==> config.mk <==
export PLATFORM = sky130hd
export DESIGN_NAME = dmem_responder
export DESIGN_NICKNAME = d
export VERILOG_FILES = /design/src/rtl/dmem_responder.sv
export SDC_FILE = /design/constraint.sdc
export NUM_CORES = 2
export LEC_CHECK = 0
export BUFFER_PORTS_ARGS = -buffer_cell sky130_fd_sc_hd__clkbuf_2
export CAP_MARGIN = 20
export CORE_MARGIN = 2
export CORE_UTILIZATION = 50
export DETAILED_ROUTE_END_ITERATION = 10
export HOLD_SLACK_MARGIN = 0.05
export PLACE_DENSITY_LB_ADDON = 0.12
export SLEW_MARGIN = 20
export SYNTH_ARGS = -nofsm -noshare
export SYNTH_HDL_FRONTEND = slang
export SYNTH_SLANG_ARGS = --single-unit
==> constraint.sdc <==
create_clock -name clk -period 5.2 [get_ports clk]
set_input_delay 0.26 -clock clk [delete_from_list [all_inputs] [get_ports clk]]
set_output_delay 0.26 -clock clk [all_outputs]
set_load 0.05 [all_outputs]
==> src/rtl/dmem_responder.sv <==
// Doubleword data memory with a completion mailbox, a watchdog and
// sticky status flags.
module dmem_responder #(
  parameter int          DEPTH     = 32,
  parameter logic [63:0] MBOX_ADDR = 64'd80,
  parameter int          TIMEOUT   = 48
) (
  input  logic        clk,
  input  logic        reset,
  input  logic [1:0]  memwrite,
  input  logic [63:0] dataadr,
  input  logic [63:0] writedata,
  output logic [63:0] readdata,
  input  logic [4:0]  checka,
  output logic [63:0] check,
  output logic        done,
  output logic [7:0]  code,
  output logic        timeout,
  output logic        err,
  output logic [9:0]  wrcount
);

  localparam int          IDXW      = (DEPTH > 1) ? $clog2(DEPTH) : 1;
  localparam logic [63:0] BYTE_SPAN = 64'(DEPTH) * 64'd8;
  localparam int          WDW       = $clog2(TIMEOUT + 1);
  localparam logic [WDW-1:0] WD_LAST = WDW'(TIMEOUT - 1);

  logic [63:0]     mem_q [DEPTH];
  logic [63:0]     entry_d;
  logic            done_q, done_d;
  logic [7:0]      code_q, code_d;
  logic            timeout_q, timeout_d;
  logic            err_q, err_d;
  logic [9:0]      wrcount_q, wrcount_d;
  logic [WDW-1:0]  wdCount_q, wdCount_d;

  logic [IDXW-1:0] adrIdx;
  logic [IDXW-1:0] checkIdx;
  logic            adrInRange;
  logic            checkInRange;
  logic            wordReq;
  logic            dwordReq;
  logic            aligned;
  logic            wrAccept;
  logic            wrReject;
  logic            mboxHit;
  logic            wdRun;

  // Address decode and write acceptance; in-range implies the index is below DEPTH.
  always_comb begin
    adrIdx       = dataadr[IDXW+2:3];
    checkIdx     = IDXW'(checka);
    adrInRange   = (dataadr < BYTE_SPAN);
    checkInRange = (32'(checka) < 32'(DEPTH));
    wordReq      = (memwrite == 2'b01);
    dwordReq     = (memwrite == 2'b10);
    aligned      = wordReq ? (dataadr[1:0] == 2'b00) : (dataadr[2:0] == 3'b000);
    wrAccept     = (wordReq || dwordReq) && adrInRange && aligned;
    wrReject     = (memwrite != 2'b00) && !wrAccept;
    mboxHit      = wrAccept && (dataadr == MBOX_ADDR);
  end

  always_comb begin
    entry_d = '0;
    if (wrAccept) begin
      if (dwordReq) begin
        entry_d = writedata;
      end else if (dataadr[2]) begin
        entry_d = {writedata[31:0], mem_q[adrIdx][31:0]};
      end else begin
        entry_d = {mem_q[adrIdx][63:32], writedata[31:0]};
      end
    end
  end

  always_comb begin
    readdata = adrInRange   ? mem_q[adrIdx]   : '0;
    check    = checkInRange ? mem_q[checkIdx] : '0;
  end

  always_ff @(posedge clk) begin
    if (reset) begin
      for (int i = 0; i < DEPTH; i++) begin
        mem_q[i] <= '0;
      end
    end else if (wrAccept) begin
      mem_q[adrIdx] <= entry_d;
    end
  end

  // A mailbox write landing on the watchdog's final edge wins: done sets, timeout stays clear.
  always_comb begin
    wdRun     = !done_q && !timeout_q;
    done_d    = done_q | mboxHit;
    code_d    = (mboxHit && !done_q) ? writedata[7:0] : code_q;
    err_d     = err_q | wrReject;
    wrcount_d = (wrAccept && (wrcount_q != 10'h3FF)) ? wrcount_q + 10'd1 : wrcount_q;
    wdCount_d = wdRun ? wdCount_q + WDW'(1) : wdCount_q;
    timeout_d = timeout_q | (wdRun && (wdCount_q == WD_LAST) && !mboxHit);
  end

  always_ff @(posedge clk) begin
    if (reset) begin
      done_q    <= 1'b0;
      code_q    <= '0;
      timeout_q <= 1'b0;
      err_q     <= 1'b0;
      wrcount_q <= '0;
      wdCount_q <= '0;
    end else begin
      done_q    <= done_d;
      code_q    <= code_d;
      timeout_q <= timeout_d;
      err_q     <= err_d;
      wrcount_q <= wrcount_d;
      wdCount_q <= wdCount_d;
    end
  end

  assign done    = done_q;
  assign code    = code_q;
  assign timeout = timeout_q;
  assign err     = err_q;
  assign wrcount = wrcount_q;

endmodule

==> summary.txt <==
Timing
  – Tightest Pin Transition: 1.305 ns
  – RSZ-0062 raised after global routing: false
  – F_max: 231.6 MHz
  – Max_slew headroom: 12.99%
  – Clock Skew: 0.02364 ns
  – Final setup vio count: 0
  – Slew Limit Fails: 0
  – Final period util: 83.05%
  – Final setup margin: 0.8814 ns
  – Min Tclk post-route: 4.319 ns
  – Final Hold Fails: 0
  – Setup TNS: 0 ns

Setup path
  – CP max stage delay: 0.89 ns
  – CP cell instances: dlygate4sd3_1 > clkbuf_2 > nor4_1 > nand2_1 > or4_4 > buf_4 > nor3_1 > buf_4 > clkbuf_2
  – Critical path data required time: 4.94 ns
  – CP startpoint kind: input pin
  – Crit path DAT: 4.06 ns
  – CP endpoint: readdata[4]
  – CP max FO: 31
  – Critical Path Slowest Stage Cell: or4_4
  – Delay-heaviest family, CP: simple AND/OR/NAND/NOR gates
  – Internal reg-to-reg setup slack: 2.51 ns
  – WP buf/inv: 5
  – Cells on worst reg2reg path: 6
  – Reg2reg end: mem_q[22][58]
  – CP Class: input pin to primary output
  – FF-to-FF Start: mem_q[9][58]
  – CP Depth: 9
  – Crit path from: dataadr[36]
  – Worst Setup End Kind: primary output

Clock network
  – CTS tree: done
  – PostCTS Resize Cnt: 0
  – Clock net sink count: 2,075
  – Max Buffers Root-to-Sink: 3
  – Post-CTS Repair Setup Buffers: 0
  – Clock Root Buffer: clkbuf_16
  – Clk_lat worst skew: 0.90 ns
  – Worst-path clk slew: 0.06 ns
  – H-tree depth: 4
  – TritonCTS Buffers: 223

Synthesis
  – FF+latch count, synth: 2,075
  – Sequential cell area fraction in the yosys report: 57.50%
  – Mean post-synth cell area: 13.29 µm²
  – Async SR Flop Fraction: 0%
  – Share of the synthesized area in the top cell type: 57.00%
  – Post-Syn Instances: 8,117
  – Cell taking the most area after synthesis: edfxtp_1
  – Unique masters post-synth: 52
  – Dominant synthesized flop cell: edfxtp_1
  – Syn_nets: 8,259
  – Synth top area cells: edfxtp_1, mux2i_1, mux4_2, nor2_1, a22oi_1
  – Post-synth EDFFs: 2,048
  – Post-Syn Area: 107,900 µm²
  – YS warnings: 0

Die
  – Die area: 219,500 µm²
  – Rows: 170
  – IO Count: 286
  – CORE AREA: 214,600 µm²
  – Die W: 468.5 µm
  – Initial Util: 50.27%
  – Chip height: 468.5 µm

Drt
  – DRC violations left: 0
  – Via count: 83,180
  – TritonRoute pass-1 iters: 8
  – DRT iter0 DRCs: 14,740
  – Routed len/inst: 42.59 µm
  – Vias per std cell: 7.473
  – Final wirelength: 474,000 µm
  – DRT antenna net count: 0

Min path
  – HP Class: input pin to flop

Finish
  – Sequential Area: 62,040 µm²
  – Fin cells: 11,130
  – Fraction of layout cells with a size suffix above 1: 19.85%
  – Area of the multi-input gates: 42,560 µm²
  – Post-route cell area: 121,200 µm²
  – Filler Cell Count: 17,360
  – Fin nets: 8,244
  – Synthesis-to-layout area growth: 12.30%

Pwr
  – Peak supply drop: 401.7 µV
  – Leakage power: 42.83 nW
  – Power density over the cells: 336.1 nW/µm²

Place
  – Placed cells: 10,690
  – Port Buf Inserts: 285
  – Gpl congestion: 0.9106
  – Dpl hpwl: 270,700 µm
  – Pre-CTS setup slack: 1.266 ns
  – Dpl cell area: 114,100 µm²

Global routing
  – Largest net degree at the start of global routing: 108
  – Total track usage: 42.52%
  – Vias in the first global route: 79,700
  – First-pass GRT wire length: 642,800 µm
  – Antenna violations before repair: 18
  – Grt ovf: 0

Run
  – Max cap viols: 0

Outcome
  – Outcome: finished, final reports clean
Yosys cell counts (all sizes together), types with 4 or more instances:
| cell | number |
|---|---|
| a221oi | 64 |
| dfxtp | 27 |
| nand4 | 137 |
| nor2 | 1335 |
| nand2b | 4 |
| edfxtp | 2048 |
| nand2 | 99 |
| a22oi | 535 |
| nor4b | 4 |
| a21oi | 754 |
| nor4 | 16 |
| mux2i | 1273 |
| mux2 | 16 |
| buf | 505 |
| nand3b | 4 |
| nand3 | 38 |
| inv | 6 |
| nor2b | 6 |
| or3 | 30 |
| a22o | 64 |
| o31a | 40 |
| nor3 | 99 |
| o21ai | 8 |
| ha | 5 |
| clkbuf | 448 |
| mux4 | 512 |
| nor4bb | 6 |
| or4 | 5 |
| and4b | 4 |
how the worst min path moves through the flow:
stage,start,end,slack (ns),cells past startpoint
2_1_floorplan,writedata[0],code[0],0.40,2
3_3_place_gp,code[6],code[6],0.45,2
3_5_place_dp,err,err,0.45,2
4_1_cts,writedata[34],mem_q[23][34],0.06,5
5_1_grt,writedata[34],mem_q[23][34],0.09,5
6_report,writedata[34],mem_q[23][34],0.07,5
metrics by stage:
stage | utilization [%] | power [mW] | hold WS (ns)
6_report | 56.45 | 40.72 | 0.06953
5_1_grt | 56.44 | 41.44 | 0.09298
4_1_cts | 56.44 | 40.46 | 0.05684
3_5_place_dp | 53.15 | 25.38 | 0.4534
3_3_place_gp | 53.14 | 25.30 | 0.4452
2_1_floorplan | - | 23.22 | 0.4022
tightest hold or removal path, delay by kind of cell:
| kind | cells | cell delay [ns] |
|---|---|---|
| buffers and inverters | 2 | 0.31 |
| AOI/OAI and AO/OA | 2 | 0.15 |
| and+or+nand+nor | 1 | 0.11 |
final cells by class:
class,instances,area share [%]
sequential,2075,51.21
multi-input combinational,5083,35.13
timing repair buffer,713,5.047
clock buffer,284,4.847
tap,2838,2.931
clock inverter,123,0.7983
inverter,6,0.02066
antenna,8,0.01652
cells in the final DEF (no fill, tap or decap), types with 6 or more instances in the layout:
master / Yosys / routed
inv_6: 0 / 8
mux2_2: 16 / 16
buf_4: 24 / 296
bufinv_16: 0 / 12
a22oi_2: 0 / 23
o31a_1: 40 / 40
a21oi_1: 754 / 754
buf_12: 0 / 110
a22oi_1: 535 / 512
clkinv_1: 0 / 52
clkbuf_1: 448 / 57
o21ai_0: 8 / 8
nor4bb_4: 0 / 6
or3_1: 30 / 30
clkbuf_2: 0 / 280
nand3_4: 0 / 32
clkbuf_16: 0 / 225
nand4_1: 137 / 137
mux4_2: 512 / 512
nand2_1: 99 / 67
nand2_4: 0 / 32
a221oi_1: 64 / 64
dfxtp_1: 27 / 27
diode_2: 0 / 8
nor2_1: 1335 / 1332
nor3_1: 97 / 97
a22o_1: 64 / 64
nand3_1: 38 / 6
mux2i_1: 1273 / 1272
clkinv_2: 0 / 41
nor4_1: 14 / 14
dlygate4sd3_1: 0 / 21
edfxtp_1: 2048 / 2048
state kept, by name, summed over array words and instances, names as in the netlist:
signal and flops:
code 8, done 1, err 1, mem_q 2048, timeout 1, wdCount_q 6, wrcount 10
where the power goes:
group | switching, mW | internal, mW
clock | 6.92 | 8.52
sequential | 0.444 | 19.2
combinational | 3.82 | 1.83
total | 11.2 | 29.5
cells by family after synthesis:
group	share of synthesized area [%]
AOI/OAI and AO/OA	8.688
xor gates and xnor gates	0.03248
adders and majority gates	0.05799
buffers and inverters	3.928
DFF	57.50
muxes	22.67
and+or+nand+nor	7.123
layer usage:
metal / GRT usage, % / vias to the layer above / routed length [µm]
met4: 29.42 / 37 / 40830
li1: - / 31480 / -
met1: 55.19 / 41930 / 160600
met3: 12.46 / 1907 / 70740
met2: 61.59 / 7823 / 201600
met5: 0.1515 / - / 331
timing repair:
action / 4_1_cts / 5_1_grt
setup endpoints to repair: 0 / 0
hold endpoints to repair: 38 / 0
hold buffers: 21 / 0
Note: power is estimated with default switching activity, not from simulation.
